--- config.mk ---
export PLATFORM = sky130hd
export DESIGN_NAME = eth_arp_tx_flat
export DESIGN_NICKNAME = d
export VERILOG_FILES = /design/src/rtl/eth_arp_tx_if.sv /design/src/rtl/eth_arp_tx.sv /design/src/flat_wrapper.sv
export SDC_FILE = /design/constraint.sdc
export NUM_CORES = 1
export LEC_CHECK = 0
export CAP_MARGIN = 20
export CORE_MARGIN = 2
export CORE_UTILIZATION = 25
export DETAILED_ROUTE_END_ITERATION = 8
export GPL_ROUTABILITY_DRIVEN = 0
export PLACE_DENSITY_LB_ADDON = 0.2
export SLEW_MARGIN = 20
export SYNTH_ARGS = -nofsm -noshare
export SYNTH_HDL_FRONTEND = slang
export SYNTH_SLANG_ARGS = --single-unit
export TNS_END_PERCENT = 30
--- constraint.sdc ---
create_clock -name aclk -period 7.06 [get_ports aclk]
set_input_delay 1.059 -clock aclk [delete_from_list [all_inputs] [get_ports aclk]]
set_output_delay 1.059 -clock aclk [all_outputs]
set_load 0.01 [all_outputs]
--- src/rtl/eth_arp_tx_if.sv ---
// Request/status and GMII TX signal bundle for the ARP reply transmitter.
// The master side is the ARP receive logic plus the PHY pins; the slave side is eth_arp_tx.
interface eth_arp_tx_if;
  logic [47:0] mac_s_addr;
  logic [31:0] ip_s_addr;
  logic [47:0] mac_d_addr;
  logic [31:0] ip_d_addr;
  logic        arp_reply_req;
  logic        busy;
  logic        tx_done;
  logic [7:0]  gmii_txd;
  logic        gmii_tx_en;
  logic        gmii_tx_er;

  modport master (
    output mac_s_addr, ip_s_addr, mac_d_addr, ip_d_addr, arp_reply_req,
    input  busy, tx_done, gmii_txd, gmii_tx_en, gmii_tx_er
  );

  modport slave (
    input  mac_s_addr, ip_s_addr, mac_d_addr, ip_d_addr, arp_reply_req,
    output busy, tx_done, gmii_txd, gmii_tx_en, gmii_tx_er
  );
endinterface

--- src/rtl/eth_arp_tx.sv ---
// GMII ARP reply transmitter: preamble/SFD, Ethernet + ARP header, zero pad,
// CRC-32 FCS and an enforced inter-frame gap. All outputs are registered.
module eth_arp_tx #(
  parameter int unsigned PREAMBLE_LEN = 7,
  parameter int unsigned IFG_CYCLES   = 12
) (
  input  logic         aclk,
  input  logic         areset,
  eth_arp_tx_if.slave  arp
);

  typedef enum logic [2:0] {IDLE, PREAMBLE, HEADER, PAD, FCS, IFG} state_t;

  state_t      state_q;
  logic [5:0]  cnt_q;
  logic [7:0]  ifg_q;
  logic [31:0] crc_q;
  logic [47:0] mac_s_q, mac_d_q;
  logic [31:0] ip_s_q, ip_d_q;
  logic [7:0]  txd_q;
  logic        tx_en_q, busy_q, done_q;

  logic [41:0][7:0] hdr_b;
  logic [5:0]  hdr_idx;
  logic [7:0]  hdr_byte_d, fcs_byte_d;
  logic [31:0] crc_hdr_d, crc_pad_d, fcs_d;

  function automatic logic [31:0] crc_upd(input logic [31:0] c, input logic [7:0] b);
    logic [31:0] r;
    r = c ^ {24'd0, b};
    for (int unsigned k = 0; k < 8; k++)
      r = r[0] ? ((r >> 1) ^ 32'hEDB88320) : (r >> 1);
    return r;
  endfunction

  // Each cycle the byte being loaded into txd_q is also folded into the CRC,
  // so crc_q always covers every HEADER/PAD byte already presented.
  always_comb begin
    hdr_b = {mac_d_q, mac_s_q, 16'h0806, 16'h0001, 16'h0800, 8'h06, 8'h04,
             16'h0002, mac_s_q, ip_s_q, mac_d_q, ip_d_q};
    hdr_idx = '0;
    if (state_q == HEADER && cnt_q != 6'd41)
      hdr_idx = cnt_q + 6'd1;
    hdr_byte_d = hdr_b[6'd41 - hdr_idx];
    crc_hdr_d  = crc_upd(crc_q, hdr_byte_d);
    crc_pad_d  = crc_upd(crc_q, 8'h00);
    fcs_d      = ~crc_q;
    case (cnt_q[1:0])
      2'd0:    fcs_byte_d = fcs_d[15:8];
      2'd1:    fcs_byte_d = fcs_d[23:16];
      default: fcs_byte_d = fcs_d[31:24];
    endcase
  end

  always_ff @(posedge aclk or posedge areset) begin
    if (areset) begin
      state_q <= IDLE;
      cnt_q   <= '0;
      ifg_q   <= '0;
      crc_q   <= '0;
      mac_s_q <= '0;
      mac_d_q <= '0;
      ip_s_q  <= '0;
      ip_d_q  <= '0;
      txd_q   <= '0;
      tx_en_q <= 1'b0;
      busy_q  <= 1'b0;
      done_q  <= 1'b0;
    end else begin
      done_q <= 1'b0;
      unique case (state_q)
        IDLE: begin
          if (arp.arp_reply_req) begin
            mac_s_q <= arp.mac_s_addr;
            ip_s_q  <= arp.ip_s_addr;
            mac_d_q <= arp.mac_d_addr;
            ip_d_q  <= arp.ip_d_addr;
            state_q <= PREAMBLE;
            cnt_q   <= '0;
            txd_q   <= 8'h55;
            tx_en_q <= 1'b1;
            busy_q  <= 1'b1;
          end
        end
        PREAMBLE: begin
          if (cnt_q < 6'(PREAMBLE_LEN - 1)) begin
            cnt_q <= cnt_q + 6'd1;
            txd_q <= 8'h55;
          end else if (cnt_q == 6'(PREAMBLE_LEN - 1)) begin
            cnt_q <= cnt_q + 6'd1;
            txd_q <= 8'hD5;
            crc_q <= '1;
          end else begin
            state_q <= HEADER;
            cnt_q   <= '0;
            txd_q   <= hdr_byte_d;
            crc_q   <= crc_hdr_d;
          end
        end
        HEADER: begin
          if (cnt_q < 6'd41) begin
            cnt_q <= cnt_q + 6'd1;
            txd_q <= hdr_byte_d;
            crc_q <= crc_hdr_d;
          end else begin
            state_q <= PAD;
            cnt_q   <= '0;
            txd_q   <= 8'h00;
            crc_q   <= crc_pad_d;
          end
        end
        PAD: begin
          if (cnt_q < 6'd17) begin
            cnt_q <= cnt_q + 6'd1;
            txd_q <= 8'h00;
            crc_q <= crc_pad_d;
          end else begin
            state_q <= FCS;
            cnt_q   <= '0;
            txd_q   <= fcs_d[7:0];
          end
        end
        FCS: begin
          if (cnt_q < 6'd3) begin
            cnt_q <= cnt_q + 6'd1;
            txd_q <= fcs_byte_d;
          end else begin
            state_q <= IFG;
            cnt_q   <= '0;
            ifg_q   <= '0;
            txd_q   <= 8'h00;
            tx_en_q <= 1'b0;
            done_q  <= 1'b1;
          end
        end
        IFG: begin
          if (ifg_q == 8'(IFG_CYCLES - 1)) begin
            state_q <= IDLE;
            ifg_q   <= '0;
            busy_q  <= 1'b0;
          end else begin
            ifg_q <= ifg_q + 8'd1;
          end
        end
        default: state_q <= IDLE;
      endcase
    end
  end

  assign arp.gmii_txd   = txd_q;
  assign arp.gmii_tx_en = tx_en_q;
  assign arp.gmii_tx_er = 1'b0;
  assign arp.busy       = busy_q;
  assign arp.tx_done    = done_q;

endmodule

--- src/flat_wrapper.sv ---
// flat-port wrapper written by rule: the top's interface ports become plain ports
module eth_arp_tx_flat 
#(
  parameter int unsigned PREAMBLE_LEN = 7,
  parameter int unsigned IFG_CYCLES   = 12
)
  (aclk, areset, arp_mac_s_addr, arp_ip_s_addr, arp_mac_d_addr, arp_ip_d_addr, arp_arp_reply_req, arp_busy, arp_tx_done, arp_gmii_txd, arp_gmii_tx_en, arp_gmii_tx_er);
  eth_arp_tx_if arp_i ();
  input  logic aclk;
  input  logic areset;
  input wire logic [$bits(arp_i.mac_s_addr)-1:0] arp_mac_s_addr;
  input wire logic [$bits(arp_i.ip_s_addr)-1:0] arp_ip_s_addr;
  input wire logic [$bits(arp_i.mac_d_addr)-1:0] arp_mac_d_addr;
  input wire logic [$bits(arp_i.ip_d_addr)-1:0] arp_ip_d_addr;
  input wire logic [$bits(arp_i.arp_reply_req)-1:0] arp_arp_reply_req;
  output wire logic [$bits(arp_i.busy)-1:0] arp_busy;
  output wire logic [$bits(arp_i.tx_done)-1:0] arp_tx_done;
  output wire logic [$bits(arp_i.gmii_txd)-1:0] arp_gmii_txd;
  output wire logic [$bits(arp_i.gmii_tx_en)-1:0] arp_gmii_tx_en;
  output wire logic [$bits(arp_i.gmii_tx_er)-1:0] arp_gmii_tx_er;
  assign arp_i.mac_s_addr = arp_mac_s_addr;
  assign arp_i.ip_s_addr = arp_ip_s_addr;
  assign arp_i.mac_d_addr = arp_mac_d_addr;
  assign arp_i.ip_d_addr = arp_ip_d_addr;
  assign arp_i.arp_reply_req = arp_arp_reply_req;
  assign arp_busy = arp_i.busy;
  assign arp_tx_done = arp_i.tx_done;
  assign arp_gmii_txd = arp_i.gmii_txd;
  assign arp_gmii_tx_en = arp_i.gmii_tx_en;
  assign arp_gmii_tx_er = arp_i.gmii_tx_er;
  eth_arp_tx #(.PREAMBLE_LEN(PREAMBLE_LEN), .IFG_CYCLES(IFG_CYCLES)) u_core (.aclk(aclk), .areset(areset), .arp(arp_i));
endmodule
==> flow_summary.toml, run 1 <==
[detailed_routing]
routed_wl_mm = 45.8
wl_per_cell_um = 21.6
drt_first_pass_iters = 4
ant_nets = 0
vias_per_cell = 4.99
drtIter0Drc = 641
drc = 0
vias = 10600

[yosys]
yosysTopAreaCellShare = 0.413
synth.cell_area_sq_um = 13300
synth-edff-count = 0
netlist-cell-type-count = 100
ys_warn_count = 0
synth-seq-cells = 220
netlist_instances = 1273
synthTopCellsByArea = "dfrtp_1, mux2_2, xnor2_1"
synth_seq_area_share = 0.413
syn_nets = 1444
synth_ff_type = "dfrtp_1"
async_flop_share = 1.00
syn_area_per_cell_sq_um = 10.5
synth_largest_area_cell = "dfrtp_1"

[pwr]
p_total_mw = 5.86
leakage_nw = 6.78
worst_ir_drop_vdd_uv = 209
power_density_nw_per_um2 = 352

[clock_tree]
h-tree-depth = 1
clockBufferDepth = 3
postCtsSetupBuffers = 0
numCtsBuffers = 27
clkTransAtPathRegs_ns = 0.06
clock_latency_ns = 0.56
ctsHoldBuffers = 0
cts_sinks = 220
cts_resized = 0
cts_tree = "done"
root_buffer = "clkbuf_16"

[worst_setup_path]
cp-end-kind = "flip-flop"
crit_fanout = 12
slowest_delay_ns = 0.66
arrival_ns = 6.45
crit_path_top_delay_cell = "o21ai_1"
timing_worst_setup_path_type = "flip-flop to flip-flop"
worstPathRequired_ns = 7.55
r2r_start = "u_core.cnt_q[1]"
startpoint_type = "flip-flop"
critical_path_buf_inv_count = 2
crit_start = "u_core.cnt_q[1]"
path_cells = "inv_1, ha_1, and2_1, a21oi_2, inv_2, ha_1, nor2_1, mux2i_2, a211oi_1, o21ai_1, nor2_1, a311o_1, or3b_1, nand3_1, and2_1, xnor3_1, mux2_1, nor2_1"
crit_family = "simple AND/OR/NAND/NOR gates"
crit_top_cell = "nor2_1"

[cells_and_area]
drive_gt1_frac = 0.195
nets = 1579
fill_cells = 5387
area_growth_pct = 25.0

[timing]
skew_ns = 0.0138
rsz0062_at_grt = "no"
slew_headroom = 0.237
period_share = 0.845
worst_slew_pin_slew_ns = 1.14
slew_violations = 0
fin_crit_ns = 5.96
fin_setup_tns_ns = 0
finalSetupViolCount = 0
clock.fmax_ghz = 0.168
finalHoldViolations = 0

[floorplan]
dieArea_sq_um = 55100
row_count = 84
die_w_um = 235
die_h_um = 235
start_util = 0.253
coreArea_sq_um = 52700
io_pins = 175

[run_status]
status = "complete, no violations"

[grt]
grt_pass1_vias = 11000
grt.overflow.total = 0
grt_pass1_wl_mm = 69.6
busiest_layer = "met2"
grt_max_degree = 172
grt_util_met3 = 0.0274
grt_use_met2 = 0.267
grtUsageMet1 = 0.213
grt_use_total = 0.162
grt_antenna_before_repair = 3

[min_path]
worst_hold_path_type = "flip-flop to flip-flop"
worstHoldStart = "u_core.mac_s_q[3]"

[place]
io_buffers = 173
dp_hpwl_mm = 33.4

[run]
maxCapViolations = 0
[logic make-up (layout without fill, tap and decap cells)]
family,after synthesis,in the layout,synth area share
other,1,4,0.000282
and+or+nand+nor,270,270,0.100
xor gates and xnor gates,119,119,0.0927
AOI/OAI and AO/OA,329,329,0.172
muxes,210,210,0.175
buffers and inverters,116,271,0.0390
adders and majority gates,8,8,0.00752
DFF,220,220,0.413
[cell usage after synthesis (all sizes together) (5+ instances only)]
master / n
and3: 8
mux2: 180
o211ai: 14
o221ai: 14
a31oi: 16
mux2i: 30
o21ai: 85
nor2b: 10
inv: 27
o21a: 9
xor2: 29
buf: 35
nand4: 6
a2111oi: 5
nor3: 17
nor2: 72
a2bb2oi: 10
o21bai: 5
a21oi: 47
a22oi: 9
ha: 8
xnor3: 9
and2: 9
nand3: 25
a21o: 13
nand2b: 11
clkbuf: 53
nand2: 87
a221oi: 6
o22ai: 45
a211oi: 12
dfrtp: 220
xnor2: 79
[final cells by class]
cell class | instances | area, sq um | area share
Inverter | 28 | 109 | 0.00654
Clock buffer | 42 | 802 | 0.0482
Multi-Input combinational cell | 937 | 7310 | 0.439
Antenna cell | 3 | 7.51 | 0.000451
Sequential cell | 220 | 5510 | 0.331
Timing Repair Buffer | 194 | 1910 | 0.115
Clock inverter | 7 | 139 | 0.00834
Tap cell | 688 | 861 | 0.0517
[report_power, final]
group / internal (mW) / switching [mW]
logic: 1.38 / 1.30
clock network: 0.921 / 0.566
registers: 1.44 / 0.250
total: 3.74 / 2.12
[metrics by stage]
step	hold slack, ns	setup WS, ns	util	std cells	area (sq um)
after floorplan	0.473	1.85	-	1273	13300
after detailed placement	0.491	1.23	0.298	2067	15700
after global routing	0.517	0.755	0.316	2117	16600
after global placement	0.486	1.45	0.298	2067	15700
after CTS	0.503	1.22	0.316	2116	16600
final	0.501	1.10	0.316	2119	16600
[worst paths after layout]
path,slack [ns],endpoint,cells after the start
min in group asynchronous,1.07,u_core.mac_d_q[23],3
hold / removal,0.50,u_core.mac_s_q[3],1
setup / recovery,1.10,u_core.crc_q[20],18
hold reg to reg,0.50,u_core.mac_s_q[3],1
setup reg to reg,1.10,u_core.crc_q[20],18
max in group asynchronous,4.76,u_core.mac_d_q[45],4
[metal layers]
layer	vias to the layer above	share of wire
li1	4932	-
met1	5213	0.44
met2	349	0.47
met3	85	0.058
met4	0	0.036
met5	-	0
[placed cells by master (no fill, tap or decap), drive strengths merged, types with 25 or more instances in the layout]
cell type        n
nand3           25
inv             27
clkbuf          42
mux2           180
o22ai           45
dfrtp          220
clkdlybuf4s50  173
nor2            72
nand2           87
xnor2           79
a21oi           47
mux2i           30
o21ai           85
xor2            29
[flip-flops by register name, indices dropped and copies added, names as in the netlist]
register	flops
u_core.mac_d_q	48
u_core.mac_s_q	48
u_core.crc_q	32
u_core.ip_d_q	32
u_core.ip_s_q	32
u_core.arp.gmii_txd	8
u_core.ifg_q	8
u_core.cnt_q	6
u_core.state_q	3
u_core.arp.busy	1
u_core.arp.gmii_tx_en	1
u_core.arp.tx_done	1
(Power assumes the default switching activity.)
==> run 2, diff against run 1 <==
clock period = 6.3 ns   (was 7.06 ns; I/O delays follow)
==> run 2 against run 1 <==
Count of clock-buffer cells in the layout decreased by 4. Register-to-register slack worse by 0.41 ns. Highest routed layer is now met5. Die area stayed put. Clock skew is 0.0037 ns lower. Global-route usage grew 0.39 points. Sequential power is 12% higher. Fmax is 6.3% higher. Sequential share of layout area grew 0.082 points. Hold slack got worse by 0.0016 ns. Worst setup slack worse by 0.41 ns.
==> flow_summary.toml, run 2 (synthesis gave the netlist of run 1 again) <==
[cells_and_area]
reg_top3 = "u_core.mac_d_q x48, u_core.mac_s_q x48"
area_growth_pct = 24.7
drive_gt1_frac = 0.201
antenna_cells = 0
finalNonFillerCells = 2122
postLayoutCoreUtil = 0.315
nets = 1587
mostFrequentLayoutCells = "dfrtp_1, mux2_2, clkdlybuf4s50_1"
fin_area_sq_um = 16600
final_common_cell = "dfrtp_1"

[pwr]
worst_ir_drop_vdd_uv = 285
p_total_mw = 6.45
leakage_nw = 6.78
power_density_nw_per_um2 = 389

[floorplan]
start_util = 0.253
dieArea_sq_um = 55100
coreArea_sq_um = 52700
row_count = 84
die_w_um = 235
die_h_um = 235
io_pins = 175

[detailed_routing]
vias = 10700
vias_per_cell = 5.07
wl_per_cell_um = 22.0
routed_wl_mm = 46.7
drc = 0
ant_nets = 0
drtIter0Drc = 791
drt_first_pass_iters = 7

[timing]
hold_ws_ns = 0.500
worst_slew_pin_slew_ns = 1.05
finalSetupViolCount = 0
skew_ns = 0.0100
setup_ws_ns = 0.688
fin_crit_ns = 5.61
clock.fmax_ghz = 0.178
rsz0062_at_grt = "no"
finalHoldViolations = 0
slew_violations = 0
period_share = 0.891
slew_headroom = 0.295
fin_setup_tns_ns = 0

[clock_tree]
clkTransAtPathRegs_ns = 0.06
numCtsBuffers = 27
clock_latency_ns = 0.56
cts_resized = 0
clockBufferDepth = 3
root_buffer = "clkbuf_16"
h-tree-depth = 1
postCtsSetupBuffers = 0
ctsHoldBuffers = 0
cts_sinks = 220
cts_tree = "done"

[worst_setup_path]
rrSetupSlack_ns = 0.69
r2r_start = "u_core.cnt_q[1]"
crit_fanout = 17
worstPathRequired_ns = 6.72
arrival_ns = 6.03
cp-end-kind = "flip-flop"
timing_worst_setup_path_type = "flip-flop to flip-flop"
crit_start = "u_core.cnt_q[1]"
startpoint_type = "flip-flop"

[grt]
grt_pass1_vias = 11000
grt_antenna_before_repair = 2
grt_max_degree = 170
grt.overflow.total = 0
grt_use_total = 0.166
grt_pass1_wl_mm = 71.2

[min_path]
worst_hold_path_type = "flip-flop to flip-flop"
worstHoldStart = "u_core.ip_d_q[21]"

[run_status]
status = "complete, no violations"

[place]
io_buffers = 173
dpl-instance-area_sq_um = 15800
place_inst = 2075
pre_cts_ws_ns = 0.891
dp_hpwl_mm = 34.3

[run]
maxCapViolations = 0
## run 2: where the power goes
part	switching [mW]	leakage [nW]	internal (mW)
Sequential	0.279	2.79	1.61
Combinational	1.49	3.58	1.55
Clock	0.637	0.422	0.883
Total	2.40	6.78	4.05
## run 2: path summary, 6_finish.rpt
kind / to / cells past startpoint
worst max-delay path: u_core.crc_q[16] / 18
max in group asynchronous: u_core.arp.gmii_txd[3] / 3
worst min register to register: u_core.ip_d_q[21] / 1
worst min-delay path: u_core.ip_d_q[21] / 1
worst max register to register: u_core.crc_q[16] / 18
min in group asynchronous: u_core.mac_d_q[22] / 2
## run 2: metal layers
| layer | global-route usage | share of wire |
|---|---|---|
| met2 | 0.277 | 0.48 |
| met1 | 0.224 | 0.44 |
| met4 | 0.0474 | 0.026 |
| met3 | 0.0214 | 0.051 |
| met5 | 0 | 0.00024 |
## run 2: cell type report
class	count	area [sq um]
inverter	28	109
multi-input combinational	937	7310
timing repair buffer	202	1970
clock buffer	38	767
sequential	220	5510
clock inverter	9	77.6
fill	5391	36000
tap	688	861
## run 2: worst max-delay path: stages, from the launching register on
cell and delay, ns:
dfrtp_1 0.46, inv_1 0.14, ha_1 0.38, and2_1 0.41, a21oi_2 0.12, inv_2 0.08, ha_1 0.26, nor2_1 0.07
mux2i_2 0.32, o211ai_2 0.40, nor4_1 0.59, a32oi_1 0.14, and4_1 0.30, o211ai_4 0.37, xor3_1 0.37, xnor2_1 0.54
xnor2_1 0.15, o221ai_1 0.24, o21ai_0 0.15
